**src/rtl/uart_rx_pkg.sv**
```systemverilog
// Shared definitions for the receive UART: register offsets, STATUS layout
// and the receiver state encoding.
package uart_rx_pkg;

  localparam logic [1:0] REG_DATA   = 2'd0;
  localparam logic [1:0] REG_STATUS = 2'd1;
  localparam logic [1:0] REG_CTRL   = 2'd2;

  localparam int STAT_OVERRUN_BIT = 16;
  localparam int STAT_FRAMING_BIT = 17;
  localparam int COUNT_W          = 9;

  typedef enum logic [1:0] {
    ST_IDLE  = 2'd0,
    ST_START = 2'd1,
    ST_DATA  = 2'd2,
    ST_STOP  = 2'd3
  } rx_state_t;

  function automatic logic [31:0] status_word(input logic [COUNT_W-1:0] count,
                                              input logic overrun,
                                              input logic framing);
    logic [31:0] w;
    w                   = '0;
    w[COUNT_W-1:0]      = count;
    w[STAT_OVERRUN_BIT] = overrun;
    w[STAT_FRAMING_BIT] = framing;
    return w;
  endfunction

endpackage

```
**src/rtl/sync_fifo.sv**
```systemverilog
// Single-clock FIFO with occupancy count; a push into a full FIFO is accepted
// only when a pop happens in the same cycle.
module sync_fifo #(
  parameter int WIDTH = 8,
  parameter int DEPTH = 16,
  localparam int AW = (DEPTH > 1) ? $clog2(DEPTH) : 1,
  localparam int CW = $clog2(DEPTH + 1)
) (
  input  logic             clk,
  input  logic             rst,
  input  logic             push,
  input  logic             pop,
  input  logic [WIDTH-1:0] din,
  output logic [WIDTH-1:0] dout,
  output logic [CW-1:0]    count,
  output logic             full,
  output logic             empty
);

  logic [WIDTH-1:0] mem [DEPTH];
  logic [AW-1:0]    wr_ptr;
  logic [AW-1:0]    rd_ptr;
  logic             do_push;
  logic             do_pop;

  assign full    = (count == CW'(DEPTH));
  assign empty   = (count == '0);
  assign do_pop  = pop && !empty;
  assign do_push = push && (!full || do_pop);
  assign dout    = mem[rd_ptr];

  always_ff @(posedge clk) begin
    if (rst) begin
      wr_ptr <= '0;
      rd_ptr <= '0;
      count  <= '0;
    end else begin
      if (do_push) wr_ptr <= wr_ptr + AW'(1);
      if (do_pop)  rd_ptr <= rd_ptr + AW'(1);
      count <= count + CW'(do_push) - CW'(do_pop);
    end
  end

  // NOTE: storage is not reset; stale entries are unreachable while count says empty.
  always_ff @(posedge clk) begin
    if (do_push) mem[wr_ptr] <= din;
  end

endmodule

```
**src/rtl/uart_rx.sv**
```systemverilog
// Wishbone dbus receive UART: 16x oversampled 8N1 deserialiser feeding a byte
// FIFO, with DATA/STATUS/CTRL registers and a level interrupt.
module uart_rx
  import uart_rx_pkg::*;
#(
  parameter int                AWIDTH = 8,
  parameter logic [AWIDTH-1:0] ADDR   = 8'h60,
  parameter int                DEPTH  = 16
) (
  input  logic        wb_clk,
  input  logic        wb_rst,
  input  logic [31:0] wb_dbus_adr,
  input  logic [31:0] wb_dbus_dat,
  input  logic [3:0]  wb_dbus_sel,
  input  logic        wb_dbus_we,
  input  logic        wb_dbus_cyc,
  output logic [31:0] rdt,
  output logic        ack,
  input  logic        sample_en,
  input  logic        rx,
  output logic        irq
);

  localparam int CW = $clog2(DEPTH + 1);

  logic            rx_meta, rxs;
  rx_state_t       state;
  logic [3:0]      tc;
  logic [2:0]      bi;
  logic [7:0]      shreg;
  logic            stop_tick, push_req, frame_err;
  logic [7:0]      fifo_dout;
  logic [CW-1:0]   fifo_count;
  logic            fifo_full, fifo_empty;
  logic            start;
  logic [1:0]      reg_sel;
  logic [31:0]     rd_word;
  logic            pop_q, wr_ctrl_q, ctrl_d_q, clr_ovr_q, clr_frm_q;
  logic            overrun, framing, ctrl, overrun_set;
  logic            unused_bits;

  assign unused_bits = ^{wb_dbus_sel, wb_dbus_adr, wb_dbus_dat};

  // NOTE: non-blocking assignments make rx_meta and rxs two distinct flops.
  always_ff @(posedge wb_clk) begin
    if (wb_rst) begin
      rx_meta <= 1'b1;
      rxs     <= 1'b1;
    end else begin
      rx_meta <= rx;
      rxs     <= rx_meta;
    end
  end

  assign stop_tick = sample_en && (state == ST_STOP) && (tc == 4'd15);
  assign push_req  = stop_tick && rxs;
  assign frame_err = stop_tick && !rxs;

  always_ff @(posedge wb_clk) begin
    if (wb_rst) begin
      state <= ST_IDLE;
      tc    <= '0;
      bi    <= '0;
      shreg <= '0;
    end else if (sample_en) begin
      case (state)
        ST_IDLE: begin
          if (!rxs) begin
            state <= ST_START;
            tc    <= '0;
          end
        end
        ST_START: begin
          // Re-check mid start bit so short low glitches are ignored.
          if (tc == 4'd7) begin
            if (!rxs) begin
              state <= ST_DATA;
              tc    <= '0;
              bi    <= '0;
            end else begin
              state <= ST_IDLE;
            end
          end else begin
            tc <= tc + 4'd1;
          end
        end
        ST_DATA: begin
          tc <= tc + 4'd1;
          if (tc == 4'd15) begin
            shreg <= {rxs, shreg[7:1]};
            if (bi == 3'd7) state <= ST_STOP;
            else            bi    <= bi + 3'd1;
          end
        end
        ST_STOP: begin
          tc <= tc + 4'd1;
          if (tc == 4'd15) state <= ST_IDLE;
        end
        default: state <= ST_IDLE;
      endcase
    end
  end

  sync_fifo #(.WIDTH(8), .DEPTH(DEPTH)) u_fifo (
    .clk   (wb_clk),
    .rst   (wb_rst),
    .push  (push_req),
    .pop   (pop_q),
    .din   (shreg),
    .dout  (fifo_dout),
    .count (fifo_count),
    .full  (fifo_full),
    .empty (fifo_empty)
  );

  assign start   = wb_dbus_cyc && (wb_dbus_adr[31 -: AWIDTH] == ADDR) && !ack;
  assign reg_sel = wb_dbus_adr[3:2];

  always_comb begin
    rd_word = '0;
    case (reg_sel)
      REG_DATA:   if (!fifo_empty) rd_word = {23'd0, 1'b1, fifo_dout};
      REG_STATUS: rd_word = status_word(COUNT_W'(fifo_count), overrun, framing);
      REG_CTRL:   rd_word = {31'd0, ctrl};
      default:    rd_word = '0;
    endcase
  end

  // Decoded strobes are registered at access start so they fire in the ack cycle.
  always_ff @(posedge wb_clk) begin
    if (wb_rst) begin
      ack       <= 1'b0;
      rdt       <= '0;
      pop_q     <= 1'b0;
      wr_ctrl_q <= 1'b0;
      ctrl_d_q  <= 1'b0;
      clr_ovr_q <= 1'b0;
      clr_frm_q <= 1'b0;
    end else begin
      ack       <= start;
      rdt       <= (start && !wb_dbus_we) ? rd_word : '0;
      pop_q     <= start && !wb_dbus_we && (reg_sel == REG_DATA) && !fifo_empty;
      wr_ctrl_q <= start && wb_dbus_we && (reg_sel == REG_CTRL);
      ctrl_d_q  <= wb_dbus_dat[0];
      clr_ovr_q <= start && wb_dbus_we && (reg_sel == REG_STATUS) && wb_dbus_dat[STAT_OVERRUN_BIT];
      clr_frm_q <= start && wb_dbus_we && (reg_sel == REG_STATUS) && wb_dbus_dat[STAT_FRAMING_BIT];
    end
  end

  assign overrun_set = push_req && fifo_full && !pop_q;

  always_ff @(posedge wb_clk) begin
    if (wb_rst) begin
      overrun <= 1'b0;
      framing <= 1'b0;
      ctrl    <= 1'b0;
      irq     <= 1'b0;
    end else begin
      overrun <= overrun_set || (overrun && !clr_ovr_q);
      framing <= frame_err || (framing && !clr_frm_q);
      if (wr_ctrl_q) ctrl <= ctrl_d_q;
      irq <= ctrl && (fifo_count != '0);
    end
  end

endmodule

```
**config.mk**
```make
export PLATFORM = sky130hd
export DESIGN_NAME = uart_rx
export DESIGN_NICKNAME = d
export VERILOG_FILES = /design/src/rtl/uart_rx_pkg.sv /design/src/rtl/sync_fifo.sv /design/src/rtl/uart_rx.sv
export SDC_FILE = /design/constraint.sdc
export NUM_CORES = 1
export LEC_CHECK = 0
export CORE_ASPECT_RATIO = 0.9
export CORE_MARGIN = 2
export CORE_UTILIZATION = 30
export CTS_CLUSTER_SIZE = 20
export DETAILED_ROUTE_END_ITERATION = 8
export GPL_TIMING_DRIVEN = 0
export SYNTH_ARGS = -nofsm -noshare
export SYNTH_HDL_FRONTEND = slang
export SYNTH_SLANG_ARGS = --single-unit
```
**constraint.sdc**
```tcl
create_clock -name wb_clk -period 5.8 [get_ports wb_clk]
set_input_delay 0.58 -clock wb_clk [delete_from_list [all_inputs] [get_ports wb_clk]]
set_output_delay 0.58 -clock wb_clk [all_outputs]
set_load 0.01 [all_outputs]
```
==> summary.md, run 1 <==
| Metric | Value |
|---|---|
| WL/cell | 16.5 um |
| Area of the core | 24900 um^2 |
| DRT antenna net count | 0 |
| Post-route minimum period | 2.99 ns |
| Gr usage total | 12.0% |
| Num rows | 55 |
| H-tree depth | 4 |
| Yosys top cell area share | 51.0% |
| Vias per inst | 4.60 |
| CTS max path bufs | 2 |
| Pre-CTS setup slack | 2.59 ns |
| Postcts setup bufs | 0 |
| Max cap viols | 0 |
| EDFF count, synth | 128 |
| Initial antenna violation count | 0 |
| Utilization after layout | 35.9% |
| Root Driver | clkbuf_16 |
| N_diodes | 0 |
| Number of global-route vias before repair | 4288 |
| Critical Path Slowest Stage Cell | dfxtp_1 |
| Average cell area after synthesis | 14.9 um^2 |
| Overflow after GRT | 0 |
| Synth Warn # | 0 |
| Via count | 4276 |
| Drt drc | 0 |
| Die Span Y | 154 um |
| Setup violators final | 0 |
| Post-synthesis register bit count | 185 |
| Peak fanout along the critical path | 10 |
| Largest area contributor in the netlist | edfxtp_1 |
| Fin. Hold Viols | 0 |
| Fmax | 334 MHz |
| Kind of critical path | reg2reg |
| Final HPWL DP | 10600 um |
| Mapped Area | 7540 um^2 |
| Gate Count Post-Synth | 505 |
| Die X | 171 um |
| CTS tree | yes |
| PostCTS Resize Cnt | 0 |
| DR pass1 iterations | 4 |
| Worst slew pin tran | 1.22 ns |
| CP peak stage delay | 0.38 ns |
| Final Non-Filler Cells | 929 |
| DRT iter0 DRCs | 370 |
| Full die area | 26400 um^2 |
| Starting Density | 30.3% |
| Slew margin rel. | 18.1% |
| Post-CTS Hold Buffers | 0 |
| Num CTS Buffers | 17 |
| Port bufs | 30 |
| Fin nets | 662 |
| Worst-path cell chain | ha_1 > and4_1 > o211ai_1 > inv_1 > clkbuf_1 > ha_1 > inv_1 > fa_1 > nor2b_1 > o21bai_1 > a21oi_1 > nor3b_1 |
| Synth Flop Type | edfxtp_1 |
| Worst-path clk slew | 0.06 ns |
| Clock latency on the worst-skew pair | 0.43 ns |
| Largest cells by area after synthesis | edfxtp_1 51%, dfxtp_1 15%, mux4_2 8.4%, ha_1 2.2%, buf_4 2.1% |
| Critical path arrival | 3.28 ns |
| Area Overhead vs Synth | 18.4% |
| Largest net degree at the start of global routing | 19 |
| Min-Delay Path Class | reg2reg |
| Outcome | finished clean |
| Fin. max-slew vios | 0 |
| CP Capture Type | flip-flop |
| Synth top cells by count | 128 x edfxtp_1, 57 x dfxtp_1, 28 x mux4_2, 27 x nor2_1, 21 x buf_4 |
| Hold WS | 0.415 ns |
| Fin crit share | 51.6% |
| Aggregate negative setup slack | 0 ns |
| Cell variety after synth | 56 |
| Placed cell count | 897 |
| Share of layout cells above drive strength 1 | 16.9% |
| Static leakage | 0.00338 uW |
| Layout Skew | 0.00913 ns |
| First-pass GRT wire length | 23800 um |
| Startpoint types | flip-flop |
| RSZ-0062 raised after global routing | false |
| Sequential fraction of the synthesis area | 66.1% |
| Routability cong. | 0.796 |
| Most frequent cell after synthesis | edfxtp_1 |
| CP required | 6.08 ns |
| Setup WS post-layout | 2.81 ns |
| DRT Wirelength | 15300 um |
| Pwr dens | 290 nW/um^2 |
| VDD IR max | 0.000187 V |
| IO Pins | 108 |
| Async S/R FF share, synth | 0% |
| Clock net sink count | 185 |
power breakdown:
part	switching (uW)	internal [uW]	leakage, uW
sequential	1.34	1390	0.00195
combinational	20.7	23.4	0.00115
clock	475	674	0.000282
total	497	2090	0.00338
final cells by class:
cell class / count / area [um^2]
Multi-Input combinational cell: 283 / 2340
Clock buffer: 19 / 433
Buffer: 41 / 235
Tap cell: 342 / 428
Sequential cell: 185 / 4980
Timing Repair Buffer: 30 / 300
Clock inverter: 13 / 154
Inverter: 16 / 60.1
Fill cell: 2370 / 16000
cell families (layout without fill, tap and decap cells):
logic type | Yosys count | in the layout | share of synthesized area (%)
mux | 48 | 48 | 11.1
simple gates | 137 | 137 | 10.5
xor+xnor | 7 | 7 | 0.813
other cells | 1 | 21 | 0.0497
flops | 185 | 185 | 66.1
fa+ha+maj | 14 | 14 | 2.42
compound gates | 56 | 56 | 5.08
buf+inv | 57 | 119 | 3.92
worst paths after layout:
kind,cells after the start,start,slack (ns),endpoint
setup / recovery,12,tc[0],2.81,u_fifo.count[4]
hold / removal,1,rx_meta,0.41,rxs
setup reg to reg,12,tc[0],2.81,u_fifo.count[4]
hold reg to reg,1,rx_meta,0.41,rxs
stage by stage:
step | area [um^2] | power (uW)
4_1_cts | 8930 | 2610
2_1_floorplan | 7620 | 1450
3_5_place_dp | 8340 | 1470
6_report | 8930 | 2590
3_3_place_gp | 8340 | 1470
5_1_grt | 8930 | 2670
per-layer routing:
| layer | share of wire (%) | track usage [%] |
|---|---|---|
| met1 | 45 | 16.4 |
| met2 | 48 | 18.9 |
| met3 | 5.7 | 2.35 |
| met4 | 1.3 | 4.80 |
| met5 | 0 | 0 |
worst max-delay path, delay by kind of cell (launching register included):
| family | cells | cell delay, ns |
|---|---|---|
| adder cells (fa/ha/maj) | 3 | 0.87 |
| buffers and inverters | 3 | 0.62 |
| AND/OR/NAND/NOR | 3 | 0.55 |
| AO/OA/AOI/OAI | 3 | 0.42 |
| flip-flops | 1 | 0.38 |
sequential cells by signal, indices dropped and copies added, names as in the netlist, named ones only:
register and count:
u_fifo.mem 128, rdt 11, shreg 8, u_fifo.count 5, tc 4, u_fifo.rd_ptr 4
u_fifo.wr_ptr 4, bi 3, ack 1, clr_frm_q 1, clr_ovr_q 1, ctrl 1
ctrl_d_q 1, framing 1, irq 1, overrun 1, pop_q 1, rx_meta 1
rxs 1, state 1, wr_ctrl_q 1
placed cells by master (no fill, tap or decap), drive strengths merged, types with 6 or more instances in the layout:
cell	n
clkdlybuf4s50	30
nor2	27
ha	13
dfxtp	57
nand2	16
edfxtp	128
conb	21
mux2	6
a21oi	15
inv	16
mux2i	14
clkbuf	35
clkinv	8
nand3	17
o21ai	6
a211oi	9
nor2b	20
mux4	28
and3	19
buf	25
Note: power is estimated with default switching activity, not from simulation.
==> run 2, diff against run 1 <==
==> constraint.sdc (replaced) <==
create_clock -name wb_clk -period 2.83 [get_ports wb_clk]
set_input_delay 0.283 -clock wb_clk [delete_from_list [all_inputs] [get_ports wb_clk]]
set_output_delay 0.283 -clock wb_clk [all_outputs]
set_load 0.01 [all_outputs]
==> run 2 against run 1 <==
  * Critical path depth did not move
  * Sequential share of layout area fell by 0.12 points
  * Register-to-register slack got worse by 2.6 ns
  * Design area rose by 0.21%
  * Non-clock buffer count rose by 1
  * Hold slack got worse by 0.15 ns
  * Maximum frequency rose by 15%
  * Via count fell by 0.33%
  * Critical path type unchanged
==> summary.md, run 2 (same netlist as run 1, synthesis figures left out) <==
| Metric | Value |
|---|---|
| Outcome | finished clean |
| Routability cong. | 0.796 (unchanged) |
| Number of global-route vias before repair | 4271 (-0.40%) |
| Most frequent cells in the layout | 128 x edfxtp_1, 57 x dfxtp_1, 30 x clkdlybuf4s50_1, 28 x mux4_2, 27 x nor2_1 |
| N_diodes | 0 (unchanged) |
| Die Span Y | 154 um (unchanged) |
| CP required | 3.11 ns (-2.97 ns) |
| Root Driver | clkbuf_16 |
| Area Overhead vs Synth | 18.7% |
| Num rows | 55 (unchanged) |
| Kind of critical path | reg2reg |
| Initial antenna violation count | 0 (unchanged) |
| IO Pins | 108 (unchanged) |
| Startpoint types | flip-flop |
| DRT iter0 DRCs | 340 (-8.1%) |
| Fin. max-slew vios | 0 (unchanged) |
| Top flop regs | u_fifo.mem (128), rdt (11), shreg (8) |
| Port bufs | 30 (unchanged) |
| First-pass GRT wire length | 23800 um (about the same) |
| Post-CTS Hold Buffers | 0 (unchanged) |
| Aggregate negative setup slack | 0 ns (unchanged) |
| Cells on worst reg2reg path | 12 (unchanged) |
| Placed cell count | 897 (unchanged) |
| Starting Density | 30.3% (unchanged) |
| Overflow after GRT | 0 (unchanged) |
| Gr usage total | 12.0% (+0.022 points) |
| Min-Delay Path Class | in2reg |
| Pwr dens | 592 nW/um^2 (+100%) |
| CTS max path bufs | 2 (unchanged) |
| DRT antenna net count | 0 (unchanged) |
| WHS Path Cells | 3 (+2) |
| Num CTS Buffers | 17 (unchanged) |
| Fin crit share | 92.1% (+41 points) |
| CP Capture Type | flip-flop |
| Die X | 171 um (unchanged) |
| Most flops, register | u_fifo.mem |
| RSZ-0062 raised after global routing | false |
| WL/cell | 16.4 um (-0.38%) |
| Drt drc | 0 (unchanged) |
| Area of the core | 24900 um^2 (unchanged) |
| Peak fanout along the critical path | 3 (-7) |
| Final Non-Filler Cells | 930 (+0.11%) |
| DR pass1 iterations | 4 (unchanged) |
| Full die area | 26400 um^2 (unchanged) |
| Static leakage | 0.00340 uW (+0.36%) |
| Slew margin rel. | 17.4% (-0.75 points) |
| Clock latency on the worst-skew pair | 0.42 ns (about the same) |
| CTS tree | yes |
| Layout Skew | 0.00751 ns (-0.00161 ns) |
| Final HPWL DP | 10600 um (unchanged) |
| VDD IR max | 0.000382 V (+100%) |
| Fin. Hold Viols | 0 (unchanged) |
| Clock net sink count | 185 (unchanged) |
| Via count | 4262 (-0.33%) |
| DRT Wirelength | 15300 um (-0.27%) |
| Fmax | 383 MHz (+15%) |
| Final Cell Area | 8950 um^2 (+0.21%) |
| Most common cell after layout, fill and taps aside | edfxtp_1 |
| Fin nets | 663 (+0.15%) |
| Worst slew pin tran | 1.23 ns (+0.0112 ns) |
| Post-route minimum period | 2.61 ns (-0.386 ns) |
| Largest net degree at the start of global routing | 19 (unchanged) |
| Max cap viols | 0 (unchanged) |
| Setup violators final | 0 (unchanged) |
| Number of flip-flops under the largest register name | 128 (unchanged) |
| Critical path arrival | 2.89 ns (-0.39 ns) |
| Placed Area | 8340 um^2 (unchanged) |
| Worst-path clk slew | 0.06 ns (about the same) |
| H-tree depth | 4 (unchanged) |
| Vias per inst | 4.58 (-0.43%) |
| Share of layout cells above drive strength 1 | 17.5% (+0.65 points) |
run 2: where the power goes:
group | switching (uW) | total [uW] | internal, uW
Clock | 967 | 2350 | 1380
Sequential | 2.65 | 2860 | 2860
Combinational | 42.8 | 90.8 | 47.9
Total | 1010 | 5300 | 4290
run 2: path summary, 6_finish.rpt:
kind | startpoint | endpoint | slack (ns)
min | sample_en | tc[1] | 0.27
max | u_fifo.count[3] | u_fifo.count[4] | 0.22
max reg2reg | u_fifo.count[3] | u_fifo.count[4] | 0.22
min reg2reg | rx_meta | rxs | 0.42
run 2: final cells by class:
cell class                      instances  area, um^2
Clock inverter                         13         154
Inverter                               16        60.1
Sequential cell                       185        4980
Clock buffer                           19         433
Buffer                                 39         228
Multi-Input combinational cell        283        2340
Tap cell                              342         428
Fill cell                            2371       16000
Timing Repair Buffer                   33         323
run 2: per-stage QoR:
step	worst slack [ns]	hold WS [ns]	power [uW]	util, %
2_1_floorplan	0.364	0.387	2970	-
3_3_place_gp	0.0117	0.398	3010	33.5
3_5_place_dp	-0.109	0.400	3010	33.5
4_1_cts	0.0384	0.223	5350	35.8
5_1_grt	0.0190	0.279	5470	35.9
6_report	0.222	0.268	5300	35.9
run 2: per-layer routing:
| metal | global-route usage [%] | share of wire [%] | vias up | routed length (um) |
|---|---|---|---|---|
| met5 | 0 | 0 | - | 0 |
| met4 | 4.68 | 1.3 | 0 | 193 |
| li1 | - | - | 2008 | - |
| met3 | 2.58 | 4.6 | 9 | 701 |
| met2 | 18.8 | 48 | 94 | 7390 |
| met1 | 16.4 | 46 | 2151 | 6980 |
run 2: critical path, cell delays in order, from the launching register on:
cell	delay, ns
dfxtp_1	0.33
inv_1	0.08
ha_1	0.17
or3b_2	0.52
o211ai_1	0.30
inv_2	0.10
ha_1	0.20
inv_1	0.07
fa_1	0.19
nor2b_1	0.07
o21bai_1	0.18
nand3_1	0.10
nor3b_1	0.14
run 2: timing repair:
action / in CTS / in global routing
gates resized for setup: 1 / 1
setup buffers: 0 / 3
setup endpoints to repair: 1 / 1
pin swaps: 0 / 1
